===== src/rtl/syscall_ctl_pkg.sv =====
// Shared syscall numbers and controller state encoding.
package syscall_ctl_pkg;

  localparam logic [31:0] SYS_HALT  = 32'd0;
  localparam logic [31:0] SYS_CLEAR = 32'd1;
  localparam logic [31:0] SYS_PRINT = 32'd2;

  localparam int TIMER_W = 16;

  typedef enum logic {
    ST_RUN    = 1'b0,
    ST_HALTED = 1'b1
  } ctl_state_t;

endpackage


===== src/rtl/sys_fifo.sv =====
// Print queue: power-of-two ring buffer, 32-bit entries, head visible on o_data.
module sys_fifo #(
  parameter  int DEPTH = 4,
  localparam int AW    = $clog2(DEPTH),
  localparam int CW    = AW + 1
) (
  input  logic          i_clk,
  input  logic          i_rst_n,
  input  logic          i_push,
  input  logic          i_pop,
  input  logic          i_clr,
  input  logic [31:0]   i_data,
  output logic [31:0]   o_data,
  output logic          o_full,
  output logic          o_empty,
  output logic [CW-1:0] o_count
);

  logic [31:0]   mem_q [DEPTH];
  logic [AW-1:0] wr_ptr_q, wr_ptr_d;
  logic [AW-1:0] rd_ptr_q, rd_ptr_d;
  logic [CW-1:0] count_q, count_d;
  logic          push_ok, pop_ok;

  assign o_full  = (count_q == CW'(DEPTH));
  assign o_empty = (count_q == '0);
  assign o_count = count_q;
  assign o_data  = mem_q[rd_ptr_q];

  assign push_ok = i_push & ~o_full;
  assign pop_ok  = i_pop & ~o_empty;

  always_comb begin
    wr_ptr_d = wr_ptr_q + AW'(push_ok);
    rd_ptr_d = rd_ptr_q + AW'(pop_ok);
    count_d  = count_q + CW'(push_ok) - CW'(pop_ok);
    if (i_clr) begin
      wr_ptr_d = '0;
      rd_ptr_d = '0;
      count_d  = '0;
    end
  end

  always_ff @(posedge i_clk) begin
    if (!i_rst_n) begin
      wr_ptr_q <= '0;
      rd_ptr_q <= '0;
      count_q  <= '0;
    end else begin
      wr_ptr_q <= wr_ptr_d;
      rd_ptr_q <= rd_ptr_d;
      count_q  <= count_d;
    end
  end

  // Storage is not reset; only the pointers and count define what is valid.
  always_ff @(posedge i_clk) begin
    if (push_ok) mem_q[wr_ptr_q] <= i_data;
  end

endmodule


===== src/rtl/syscall_ctl.sv =====
// Syscall controller: decodes HALT/CLEAR/PRINT, holds printed values on the
// display for HOLD_CYCLES edges and gates the CPU run enable.
//   state     | meaning
//   ST_RUN    | CPU running, syscalls accepted while queue not full
//   ST_HALTED | CPU stopped, no syscalls accepted, waits for i_resume
module syscall_ctl
  import syscall_ctl_pkg::*;
#(
  parameter int HOLD_CYCLES = 4,
  parameter int DEPTH       = 4
) (
  input  logic        i_clk,
  input  logic        i_rst_n,
  input  logic        i_req,
  input  logic [31:0] i_num,
  input  logic [31:0] i_op1,
  input  logic        i_resume,
  output logic        o_ready,
  output logic        o_run,
  output logic [31:0] o_val,
  output logic        o_val_vld,
  output logic        o_busy
);

  localparam int                 CW      = $clog2(DEPTH) + 1;
  localparam logic [TIMER_W-1:0] HOLD_LD = TIMER_W'(HOLD_CYCLES - 1);

  ctl_state_t         state_q;
  logic               run_q;
  logic [31:0]        val_q, val_d;
  logic               val_vld_q, val_vld_d;
  logic [TIMER_W-1:0] timer_q, timer_d;
  logic               busy_q, busy_d;

  logic [31:0]   head;
  logic          full, empty;
  logic [CW-1:0] count;
  logic          accept, do_print, do_clear, do_halt, pop;

  assign o_ready = (state_q == ST_RUN) & ~full;
  assign accept  = i_req & o_ready;

  assign do_print = accept & (i_num == SYS_PRINT);
  assign do_clear = accept & (i_num == SYS_CLEAR);
  assign do_halt  = accept & (i_num == SYS_HALT);

  // A CLEAR on the same edge suppresses the pop so the flushed head is never shown.
  assign pop = (timer_q == '0) & ~empty & ~do_clear;

  sys_fifo #(.DEPTH(DEPTH)) u_fifo (
    .i_clk   (i_clk),
    .i_rst_n (i_rst_n),
    .i_push  (do_print),
    .i_pop   (pop),
    .i_clr   (do_clear),
    .i_data  (i_op1),
    .o_data  (head),
    .o_full  (full),
    .o_empty (empty),
    .o_count (count)
  );

  always_comb begin
    val_d     = val_q;
    val_vld_d = val_vld_q;
    timer_d   = timer_q;
    if (do_clear) begin
      val_d     = '0;
      val_vld_d = 1'b0;
      timer_d   = '0;
    end else if (pop) begin
      val_d     = head;
      val_vld_d = 1'b1;
      timer_d   = HOLD_LD;
    end else if (timer_q != '0) begin
      timer_d   = timer_q - 1'b1;
    end
    busy_d = ~do_clear & (do_print | (count > CW'(pop)));
  end

  always_ff @(posedge i_clk) begin
    if (!i_rst_n) begin
      val_q     <= '0;
      val_vld_q <= 1'b0;
      timer_q   <= '0;
      busy_q    <= 1'b0;
    end else begin
      val_q     <= val_d;
      val_vld_q <= val_vld_d;
      timer_q   <= timer_d;
      busy_q    <= busy_d;
    end
  end

  always_ff @(posedge i_clk) begin
    if (!i_rst_n) begin
      state_q <= ST_RUN;
      run_q   <= 1'b1;
    end else begin
      case (state_q)
        ST_RUN: if (do_halt) begin
          state_q <= ST_HALTED;
          run_q   <= 1'b0;
        end
        ST_HALTED: if (i_resume) begin
          state_q <= ST_RUN;
          run_q   <= 1'b1;
        end
      endcase
    end
  end

  assign o_run     = run_q;
  assign o_val     = val_q;
  assign o_val_vld = val_vld_q;
  assign o_busy    = busy_q;

endmodule

===== config.mk =====
export PLATFORM = sky130hd
export DESIGN_NAME = syscall_ctl
export DESIGN_NICKNAME = d
export VERILOG_FILES = /design/src/rtl/syscall_ctl_pkg.sv /design/src/rtl/sys_fifo.sv /design/src/rtl/syscall_ctl.sv
export SDC_FILE = /design/constraint.sdc
export NUM_CORES = 1
export LEC_CHECK = 0
export CAP_MARGIN = 20
export CORE_UTILIZATION = 51
export CTS_BUF_LIST = sky130_fd_sc_hd__clkbuf_4 sky130_fd_sc_hd__clkbuf_8 sky130_fd_sc_hd__clkbuf_16
export DETAILED_ROUTE_END_ITERATION = 6
export PLACE_DENSITY = 0.75
export SETUP_SLACK_MARGIN = 0.3
export SLEW_MARGIN = 15
export SYNTH_ARGS = -nofsm -noshare
export SYNTH_HDL_FRONTEND = slang
export SYNTH_SLANG_ARGS = --single-unit

===== constraint.sdc =====
create_clock -name i_clk -period 10.2 [get_ports i_clk]
set_clock_uncertainty 0.1 [all_clocks]
set_input_delay 2.04 -clock i_clk [delete_from_list [all_inputs] [get_ports i_clk]]
set_output_delay 2.04 -clock i_clk [all_outputs]
set_load 0.005 [all_outputs]

==> impl_metrics.yaml, run 1 <==
timing:
  maxSlewViolCount: 0
  rsz0062_at_grt: "false"
  finalCritPeriodShare_pct: 48.2
  setup_tns_ps: 0
  report.final.setup_viol: 0
  max_freq_mhz: 203
  slew_headroom_pct: 36.5
  max_slew.worst_pin.slew_ps: 952
  min_period_ps: 4920
  hold_viol: 0
cts:
  clkSinkCount: 187
  cts_root_buf: "clkbuf_16"
  cts_resized: 0
  hold_buffers: 0
  cts_buffers: 17
  cts_htree_levels: 4
  clkLatencyLatePin_ps: 430
  cts_tree: "yes"
  postCtsSetupBuffers: 0
  clk_pin_slew_ps: 60
  cts_buffer_depth: 2
critical_path:
  worst-path-buf-inv: 2
  cp.required_ps: 10400
  path_class: "in -> reg"
  cp_slowest_cell: "or4b_4"
  critPathMaxStageDelay_ps: 540
  crit_chain: "clkdlybuf4s50_1, or4b_4, or4b_4, nor4_1, nor2b_1, ha_1, inv_1, ha_1, fa_1, xor2_1, nor2_1"
  cp_max_fo: 5
  worst_setup_path_end_kind: "flip-flop"
  cp_top_family: "simple AND/OR/NAND/NOR gates"
  startpoint_type: "input port"
  cp_data_arrival_time_ps: 5110
pwr:
  power_mw: 1.80
  seq_power_share_pct: 48.2
  swShare_pct: 27.3
  powerDensity_nw_per_um2: 195
  pwr-share-comb_pct: 17.1
  power_frac_clock_pct: 34.6
  ir_drop_mv: 0.125
  p_sw_mw: 0.492
  leakage_nw: 2.93
  p_int_mw: 1.31
synthesis:
  ys_top_cells_by_area: "edfxtp_1 52%, dfxtp_1 16%, mux4_2 9.7%"
  async_flop_share_pct: 0
  synth_compound_area_share_pct: 7.84
  mappedNetlistNets: 582
  yosys_warnings: 0
  yosysTopAreaCell: "edfxtp_1"
  syn_inst: 504
  syn_area_um2: 7420
  synth_xor_area_share_pct: 0.354
  synthSimpleGateAreaFrac_pct: 9.63
  synth_top_cell_area_share_pct: 51.8
  postSynthAreaPerCell_um2: 14.7
  synth-adder-area-share_pct: 1.79
  synth.area.mux_share_pct: 9.85
  ys_seq_area_share_pct: 67.7
  ys_seq_elements: 187
  synth_flop_cell: "edfxtp_1"
  synth.distinct_cells: 47
  synth_edf_count: 128
  synth_top_family_by_area: "multiplexers"
floorplanning:
  die_width_um: 123
  die_height_um: 123
  io_pins: 104
  rows: 43
  dieArea_um2: 15000
  core-area_um2: 14000
  start_util_pct: 52.8
finish:
  synthToLayoutAreaGrowth_pct: 24.5
  drive_gt1_share_pct: 14.9
  area.sequential_um2: 5030
  multiInputGateArea_um2: 2220
  antenna_cells: 0
  nets: 688
  fillCellCount: 985
global_routing:
  grt_overflow_total: 0
  track_usage_pct: 22.5
  grt_max_degree: 58
  antenna_found_initial: 0
  grt_pass1_vias: 4738
  grt_pass1_wl_um: 24700
place:
  portBuffers: 103
  dpl.hpwl_um: 9460
  gp_routability_congestion: 0.812
drt:
  wl_um: 15500
  drt_pass1_iterations: 5
  drcViolationCount: 0
  post_drt_via_cell_ratio: 5.90
  via_count: 4739
  routedWlPerCell_um: 19.3
  drtIter0Drc: 561
  antenna_left: 0
run_status:
  outcome: "finished clean"
run:
  max_cap_viol_count: 0
hold_path:
  hp-class: "reg -> reg"
==> cell type report <==
type / instances / area share, %
clock inverter: 7 / 0.745
tap: 180 / 2.44
sequential: 187 / 54.4
multi-input combinational: 269 / 24.0
timing repair buffer: 117 / 12.3
clock buffer: 25 / 5.32
inverter: 18 / 0.731
==> worst paths after layout <==
kind	from	to	slack, ps	cells after the start
hold reg to reg	o_val[18]	o_val[18]	370	2
setup / recovery	i_num[17]	u_fifo.o_count[2]	5280	11
hold / removal	o_val[18]	o_val[18]	370	2
setup reg to reg	timer_q[0]	u_fifo.o_count[1]	7090	13
==> routing by layer <==
metal,part of all wire [%],wire length (µm),vias up,GRT usage [%]
met5,0,0,-,0
met4,1.6,255,0,8.99
met3,5.8,895,22,5.34
met2,50,7810,171,37.1
met1,42,6570,2355,28.6
li1,-,-,2191,-
==> cells in the mapped netlist (2+ instances only) <==
cell type	count
edfxtp_1	128
dfxtp_1	59
nand3_1	40
a21oi_1	37
o21ai_0	36
mux4_2	32
clkbuf_1	21
inv_1	18
nor2_1	18
nor4_1	14
a211oi_1	11
ha_1	9
nor3_1	9
nand2_1	8
or3_1	6
nand4_1	5
o31ai_1	5
nor3b_1	4
buf_2	3
buf_6	3
or4_1	3
and4_1	2
buf_1	2
nand2b_1	2
nand3b_1	2
nor2b_1	2
o41ai_1	2
or4b_1	2
or4b_4	2
xnor2_1	2
==> cell usage in the layout, fill, tap and decap left out, types with 3 or more instances in the layout <==
master / netlist / routed
or4_1: 3 / 3
ha_1: 9 / 9
nor4_2: 1 / 5
clkdlybuf4s50_1: 0 / 103
nand3_1: 40 / 39
dfxtp_1: 59 / 57
a21oi_1: 37 / 37
nand4_1: 5 / 5
mux4_2: 32 / 32
inv_1: 18 / 18
nor3b_1: 4 / 4
a211oi_1: 11 / 11
nor3_1: 9 / 8
nor4_1: 14 / 10
edfxtp_1: 128 / 128
o31ai_1: 5 / 5
nor2_1: 18 / 18
o21ai_0: 36 / 36
nand2_1: 8 / 8
clkbuf_16: 0 / 17
buf_4: 1 / 14
clkbuf_4: 0 / 7
or3_1: 6 / 6
==> flip-flops by register name (all words and copies together) (netlist names), 2 cells and up <==
signal / flops
o_val: 32
u_fifo.rd_ptr_q: 2
u_fifo.wr_ptr_q: 2
u_fifo.mem_q: 128
u_fifo.o_count: 3
timer_q: 16
==> through the flow <==
stage	worst slack, ps	utilization, %	area [µm²]	cells	hold slack, ps
6_report	5280	65.8	9240	803	372
5_1_grt	5160	65.8	9240	803	402
4_1_cts	5280	65.8	9240	803	375
3_5_place_dp	4830	61.8	8680	771	366
3_3_place_gp	4860	61.8	8680	771	358
2_1_floorplan	3490	-	7420	504	353
==> power groups by stage <==
stage / Sequential (mW) / Combinational (mW) / Clock, mW
final: 0.869 / 0.309 / 0.624
after global routing: 0.873 / 0.337 / 0.663
after CTS: 0.868 / 0.306 / 0.633
after detailed placement: 0.884 / 0.302 / 0
after global placement: 0.882 / 0.292 / 0
after floorplan: 0.876 / 0.212 / 0
==> logic make-up (layout without fill, tap and decap cells) <==
kind of cell               Yosys count  after routing
AOI/OAI and AO/OA                   98             98
adders and majority gates           10             10
DFF                                187            187
muxes                               33             33
xor gates and xnor gates             3              3
and+or+nand+nor                    125            125
buffers and inverters               48            167
==> worst register-to-register path: cells and delay by family, from the launching register on <==
kind	cells	cell delay, ps
DFF	1	360
adders and majority gates	4	1010
buffers and inverters	4	480
and+or+nand+nor	5	1040
No activity file was read; power rests on OpenSTA's default activity.
==> inputs of run 2 (changes only) <==
- clock period: 10.2 -> 4.6 ns (I/O delays scaled with it)
==> run 2 against run 1 <==
  * Total power is 120% higher
  * Utilization is 0.12 points lower
  * Die area stayed put
  * Sequential power is 120% higher
  * Critical path type unchanged
==> impl_metrics.yaml, run 2 (synthesis results as in run 1) <==
run_status:
  outcome: "finished clean"
finish:
  drive_gt1_share_pct: 14.6
  finalCoreUtilization_pct: 65.7
  largest_reg_flops: 128
  antenna_cells: 0
  mostFrequentLayoutCells: "128 x edfxtp_1, 103 x clkdlybuf4s50_1, 57 x dfxtp_1"
  largest-register: "u_fifo.mem_q"
  final_common_cell: "edfxtp_1"
  synthToLayoutAreaGrowth_pct: 24.2
  nets: 688
drt:
  drtIter0Drc: 396
  via_count: 4723
  post_drt_via_cell_ratio: 5.88
  wl_um: 15500
  route.met2.wl_um: 7810
  antenna_left: 0
  drt_pass1_iterations: 5
  wl_met1_um: 6480
  routedWlPerCell_um: 19.3
  highest_layer: "met4"
  drcViolationCount: 0
  routed-wl-met3_um: 772
timing:
  setup_tns_ps: 0
  max_slew.worst_pin.slew_ps: 958
  rsz0062_at_grt: "false"
  maxSlewViolCount: 0
  max_freq_mhz: 254
  report.final.setup_viol: 0
  finalCritPeriodShare_pct: 85.7
  hold_viol: 0
  min_period_ps: 3940
  slew_headroom_pct: 36.2
hold_path:
  holdPathEnd: "o_val[29]"
  hp-class: "reg -> reg"
  min_path_cells: 2
  worstHoldStart: "o_val[29]"
cts:
  cts_buffer_depth: 2
  clk_pin_slew_ps: 60
  clkLatencyLatePin_ps: 420
  hold_buffers: 0
  cts_resized: 0
  postCtsSetupBuffers: 0
  cts_buffers: 17
  cts_tree: "yes"
  clkSinkCount: 187
  cts_root_buf: "clkbuf_16"
  cts_htree_levels: 4
pwr:
  powerDensity_nw_per_um2: 427
  power_mw: 3.94
  power_frac_clock_pct: 33.6
  p_sw_mw: 1.10
  p_int_mw: 2.84
  leakage_nw: 2.92
  ir_drop_mv: 0.352
  pwr-share-comb_pct: 17.3
  swShare_pct: 27.9
  seq_power_share_pct: 49.0
global_routing:
  grt_pass1_wl_um: 24200
  grt_overflow_total: 0
  grt_pass1_vias: 4750
  track_usage_pct: 22.2
  antenna_found_initial: 0
  grt_max_degree: 58
floorplanning:
  dieArea_um2: 15000
  rows: 43
  core-area_um2: 14000
  start_util_pct: 52.8
  die_height_um: 123
  die_width_um: 123
  io_pins: 104
place:
  portBuffers: 103
  gp_routability_congestion: 0.816
  dpl.hpwl_um: 9720
critical_path:
  cp_max_fo: 5
  path_class: "in -> reg"
  cp_data_arrival_time_ps: 4120
  reg2regPathDepth: 12
  worstReg2RegStart: "timer_q[0]"
  worst_setup_path_end_kind: "flip-flop"
  startpoint_type: "input port"
  worstSetupStartpoint: "i_num[17]"
  cp.required_ps: 4780
  r2r_end: "u_fifo.o_count[2]"
  timing.reg2reg.setup_slack_ps: 1540
run:
  max_cap_viol_count: 0
-- run 2: cell types whose count changed in the layout (fill, tap and decap cells not counted), sizes merged --
| cell | before | now |
|---|---|---|
| clkbuf | 25 | 21 |
| clkinv | 4 | 7 |
| clkinvlp | 1 | 3 |
| bufinv | 1 | 0 |
-- run 2: worst max-delay path, cell delays in order --
cell and delay, ps:
clkdlybuf4s50_1 390, or4b_4 540, or4b_4 540, nor4_1 420
nor2b_1 140, ha_1 290, inv_1 40, ha_1 200
fa_1 400, xor2_1 180, nor2_1 60
-- run 2: layout make-up --
class                           count  area (µm²)
Clock buffer                       21         474
Clock inverter                     11        68.8
Fill cell                         984        4820
Inverter                           18        67.6
Multi-Input combinational cell    269        2220
Sequential cell                   187        5030
Tap cell                          180         225
Timing Repair Buffer              117        1140
-- run 2: worst max-delay path by stage --
stage	endpoint	cells past startpoint	slack, ps
2_1_floorplan	u_fifo.mem_q[0][0]	4	-990
3_3_place_gp	u_fifo.o_count[2]	11	380
3_5_place_dp	u_fifo.o_count[2]	11	260
4_1_cts	u_fifo.o_count[2]	11	680
5_1_grt	u_fifo.o_count[2]	11	560
6_report	u_fifo.o_count[2]	11	660
-- run 2: metrics by stage --
step                      setup WS, ps  hold WS, ps  std cells  instance area (µm²)
after floorplan                   -986          353        504                 7420
after global placement             382          358        771                 8680
after detailed placement           257          367        771                 8680
after CTS                          676          375        803                 9220
after global routing               559          403        803                 9220
final                              657          371        803                 9220
-- run 2: power groups by stage --
stage	clock network, mW	registers (mW)	logic, mW
floorplan	0	1.94	0.469
global placement	0	1.95	0.649
detailed placement	0	1.96	0.674
CTS	1.34	1.93	0.676
global route	1.40	1.94	0.743
finish	1.32	1.93	0.682
-- run 2: metal layers --
layer	GRT usage [%]	up-vias
met2	37.0	148
met1	27.5	2349
met5	0	-
li1	-	2194
met4	10.2	0
met3	5.11	32
==> inputs of run 3 (changes only) <==
- PLACE_DENSITY: 0.75 -> 0.79
==> run 3 against run 2 <==
  * Clock power is 11% higher
  * Largest cell class unchanged
  * Sequential power about the same
  * Highest routed layer unchanged
  * First-iteration DRC count decreased by 11%
  * Fmax increased by 2.6%
  * Total power increased by 3.3%
  * Combinational power is essentially flat
  * Global-route usage up 0.31 points
  * Wire length increased by 3.6%
  * Register-to-register slack gained 100 ps
  * Non-clock buffer count is the same
==> impl_metrics.yaml, run 3 (synthesis results as in run 1) <==
critical_path:
  worst_setup_path_end_kind: "flip-flop"
  worst-path-buf-inv: 2
  startpoint_type: "input port"
  cp_max_fo: 5
  cp_slowest_cell: "or4b_4"
  cp.required_ps: 4790
  critPathMaxStageDelay_ps: 540
  cp_data_arrival_time_ps: 4040
  cp_top_family: "simple AND/OR/NAND/NOR gates"
  path_class: "in -> reg"
  crit_chain: "clkdlybuf4s50_1, or4b_4, or4b_4, nor4_1, nor2b_1, ha_1, inv_1, ha_1, fa_1, xor2_1, nor2_1"
run_status:
  outcome: "finished clean"
cts:
  hold_buffers: 0
  cts_tree: "yes"
  clkLatencyLatePin_ps: 430
  clk_pin_slew_ps: 70
  cts_buffer_depth: 2
  cts_htree_levels: 4
  cts_root_buf: "clkbuf_16"
  cts_buffers: 17
  postCtsSetupBuffers: 0
  cts_resized: 0
  clkSinkCount: 187
global_routing:
  grt_overflow_total: 0
  antenna_found_initial: 0
  grt_max_degree: 58
  grt_pass1_wl_um: 24800
  grt_pass1_vias: 4918
  track_usage_pct: 22.5
timing:
  maxSlewViolCount: 0
  report.final.setup_viol: 0
  max_slew.worst_pin.slew_ps: 930
  hold_ws_ps: 374
  max_freq_mhz: 260
  hold_viol: 0
  finalCritPeriodShare_pct: 83.5
  rsz0062_at_grt: "false"
  min_period_ps: 3840
  slew_headroom_pct: 38.0
drt:
  antenna_left: 0
  via_count: 4742
  drcViolationCount: 0
  routedWlPerCell_um: 19.9
  post_drt_via_cell_ratio: 5.91
  drt_pass1_iterations: 5
  wl_um: 16000
  drtIter0Drc: 352
pwr:
  powerDensity_nw_per_um2: 438
  leakage_nw: 2.95
  ir_drop_mv: 0.365
finish:
  final_common_cell: "edfxtp_1"
  drive_gt1_share_pct: 15.1
  largest_reg_flops: 128
  stdcell_count: 803
  synthToLayoutAreaGrowth_pct: 25.1
  mostFrequentLayoutCells: "128 x edfxtp_1, 103 x clkdlybuf4s50_1, 57 x dfxtp_1"
  fillCellCount: 962
  nets: 688
  area.sequential_um2: 5030
  antenna_cells: 0
  largest-register: "u_fifo.mem_q"
  multiInputGateArea_um2: 2220
floorplanning:
  core-area_um2: 14000
  die_height_um: 123
  rows: 43
  dieArea_um2: 15000
  start_util_pct: 52.8
  io_pins: 104
  die_width_um: 123
place:
  dpl.cell_count: 771
  dpl.hpwl_um: 9900
  portBuffers: 103
  gp_routability_congestion: 0.826
run:
  max_cap_viol_count: 0
hold_path:
  hp-class: "reg -> reg"
[run 3: cell count changes in the layout (fill, tap and decap cells not counted)]
| cell | delta |
|---|---|
| clkinvlp_4 | -1 |
| clkinv_4 | +1 |
| clkinv_2 | -2 |
| clkbuf_8 | -3 |
| clkinv_1 | -3 |
| inv_6 | +3 |
| clkbuf_16 | +3 |
| inv_8 | +2 |
[run 3: report_power, final]
group	switching, mW	total [mW]	internal [mW]
sequential	0.0753	1.93	1.85
combinational	0.429	0.681	0.252
clock	0.647	1.46	0.812
total	1.15	4.07	2.92
[run 3: layout make-up]
type                       instances  share of cell area (%)
sequential                       187                    54.2
inverter                          18                   0.728
timing repair buffer             117                    12.2
tap                              180                    2.43
clock buffer                      21                    5.47
clock inverter                    11                    1.05
multi-input combinational        269                    23.9
[run 3: worst paths after layout]
kind / end / slack, ps / from / depth (start not counted)
setup / recovery: u_fifo.o_count[2] / 760 / i_num[17] / 11
hold / removal: o_val[6] / 370 / o_val[6] / 2
setup reg to reg: u_fifo.o_count[1] / 1640 / timer_q[0] / 12
hold reg to reg: o_val[6] / 370 / o_val[6] / 2
[run 3: per-stage QoR]
step / instance area [µm²] / TNS, ps / util, % / power, mW / setup WS (ps)
after CTS: 9280 / 0 / 66.1 / 4.08 / 759
after detailed placement: 8680 / 0 / 61.8 / 2.63 / 307
final: 9280 / 0 / 66.1 / 4.07 / 759
after global placement: 8680 / 0 / 61.8 / 2.60 / 406
after floorplan: 7420 / -126130 / - / 2.41 / -986
after global routing: 9280 / 0 / 66.1 / 4.22 / 630
[run 3: tightest hold or removal path, cell delays in order (launching register included)]
cell,delay (ps)
dfxtp_1,310
o21ai_0,60
a21oi_1,60
[run 3: per-layer routing]
| metal | global-route usage (%) | up-vias | wire [µm] |
|---|---|---|---|
| li1 | - | 2193 | - |
| met1 | 27.1 | 2396 | 6520 |
| met2 | 39.3 | 132 | 8480 |
| met3 | 5.48 | 21 | 730 |
| met4 | 7.93 | 0 | 283 |
| met5 | 0 | - | 0 |
==> RTL edit (flow settings as in run 1) <==
Reset style: asynchronous (`i_rst_n`), changed in 3 clocked blocks.
--- a/src/rtl/sys_fifo.sv
+++ b/src/rtl/sys_fifo.sv
@@ -42,5 +42,5 @@
   end
 
-  always_ff @(posedge i_clk) begin
+  always_ff @(posedge i_clk or negedge i_rst_n) begin
     if (!i_rst_n) begin
       wr_ptr_q <= '0;
--- a/src/rtl/syscall_ctl.sv
+++ b/src/rtl/syscall_ctl.sv
@@ -79,5 +79,5 @@
   end
 
-  always_ff @(posedge i_clk) begin
+  always_ff @(posedge i_clk or negedge i_rst_n) begin
     if (!i_rst_n) begin
       val_q     <= '0;
@@ -93,5 +93,5 @@
   end
 
-  always_ff @(posedge i_clk) begin
+  always_ff @(posedge i_clk or negedge i_rst_n) begin
     if (!i_rst_n) begin
       state_q <= ST_RUN;
Behaviour: differs if i_rst_n is asserted again (counterexample within 4 cycles, from zero or initial values and one cycle with i_rst_n low); with i_rst_n held inactive, the same outputs for 4 cycles.
==> RTL edit against run 1 <==
- synthesized area rose by 2.4%
- worst setup slack got worse by 0.47 ns
- global-route usage fell by 0.47 points
- fmax fell by 8.7%
- utilization fell by 1.1 points
- synthesized cell count fell by 4.2%
- final area rose by 1.7%
- register-to-register slack got worse by 0.79 ns
- sequential cell count did not move
- critical path depth rose by 2
- routed wire length rose by 0.16%
Power is not compared: it rests on default switching activity, and its combinational part moved more than twofold at a synthesized area within 25%.
==> RTL edit: results (changes against run 1) <==
[run_status]
status=finished, final reports clean

[finish]
drive_gt1_share_pct=15.33  ; +0.41 points
fillers=1073  ; +8.9%
finish.utilization_pct=64.64  ; -1.1 points
largest_reg_flops=128  ; unchanged
antenna_cells=0  ; unchanged
max_flop_register=u_fifo.mem_q
nets=665  ; -3.3%

[worst_setup_path]
crit_slowest_cell=buf_4
cp_data_arrival_time_ns=5.57  ; +0.46 ns
cp_slowest_stage_delay_ns=0.56  ; +0.02 ns
path_max_fanout=59  ; +54

[clock_network]
root_buffer=clkbuf_16
path_clk_slew_ns=0.06  ; about the same
ctsResizeCount=0  ; unchanged
clk_latency_ns=0.43  ; about the same
cts.path.max_buffers=2  ; unchanged
cts_buffers=17  ; unchanged
postCtsSetupBuffers=0  ; unchanged

[yosys]
seq_area_frac_synth_pct=70.01  ; +2.3 points
synth_cells=483  ; -4.2%
synth_cell_types=43  ; -8.5%
syn_nets=561  ; -3.6%
yosys-top-cells-area=edfxtp_1 (51%), dfrtp_1 (19%), mux4_2 (9.5%), o21ai_0 (2.6%), a21oi_1 (2.5%)
synth-async-reset-ratio_pct=31.55  ; +32 points
synthTopCellsByCount=edfxtp_1 (128), dfrtp_1 (58), o21ai_0 (39), a21oi_1 (38), nand3_1 (35)
synth_edf_count=128  ; unchanged

[place]
post-place-ws_ns=4.358  ; -0.4754 ns
dpl-instance-area_mm2=0.008838  ; +1.9%
portBuffers=103  ; unchanged
gp_congestion=0.7679  ; -5.5%
placedCellCount=752  ; -2.5%
dp_hpwl_um=9450  ; -0.14%

[global_route]
grt_first_pass_wirelength_um=24410  ; -1.0%
grt_usage_pct=21.99  ; -0.47 points
grt_max_degree=60  ; +3.4%

[route]
num_vias=4610  ; -2.7%
routedWlPerCell_um=19.85  ; +2.6%
via_per_inst=5.880  ; -0.36%
drt-initial-drc-count=352  ; -37%
first_pass_iters=5  ; unchanged

[hold_path]
min_path_type=register to register

[timing]
worst_slew_pin_slew_ns=0.9285  ; -0.02360 ns
tns_ns=0  ; unchanged

[power_and_ir_drop]
cellLeakagePower_nw=3.069

RTL edit: changes by cell type in the layout (fill, tap and decap cells not counted), sizes merged, moves of 5 or more:
cell	change
dfxtp	-59
dfrtp	+58
inv	-8
nor2	-8
or4	+7
nor4	-6
nand3	-5
RTL edit: cell families after synthesis:
family,after synthesis,share of synthesized area [%]
AOI/OAI and AO/OA,98,7.210
xor gates and xnor gates,4,0.4609
adders and majority gates,10,1.745
buffers and inverters,39,2.123
DFF,187,70.01
muxes,33,9.630
and+or+nand+nor,112,8.823
RTL edit: worst paths after layout:
kind	startpoint	end	slack [ns]	cells after the start
max in group asynchronous	i_rst_n	u_fifo.rd_ptr_q[0]$_DFF_PN0_	7.77	2
setup / recovery	i_num[16]	u_fifo.o_count[2]$_DFF_PN0_	4.81	13
hold / removal	o_val_vld$_DFFE_PN0P_	o_val_vld$_DFFE_PN0P_	0.41	2
setup reg to reg	timer_q[0]$_DFFE_PN0P_	u_fifo.o_count[2]$_DFF_PN0_	6.30	13
min in group asynchronous	i_rst_n	state_q$_DFF_PN0_	1.68	2
hold reg to reg	o_val_vld$_DFFE_PN0P_	o_val_vld$_DFFE_PN0P_	0.41	2
RTL edit: metal layers:
layer  vias up  part of all wire [%]  track usage [%]
li1       2114                     -                -
met1      2354                    41            28.33
met2       117                    53            36.36
met3        25                   3.9            4.762
met4         0                   1.7            8.929
met5         -                     0                0
RTL edit: report_power, final:
part           internal, W  leakage, nW  switching [W]
clock             0.000358        0.285       0.000262
sequential        0.000813         1.72    0.000000279
combinational    0.0000241         1.06      0.0000145
RTL edit: cell type report:
class | count | area share, %
clock inverters | 7 | 0.7591
well taps | 184 | 2.450
multi-input cells | 257 | 22.77
repair buffers | 114 | 11.80
flip-flops and latches | 187 | 56.65
inverters | 10 | 0.3995
clock buffers | 25 | 5.167
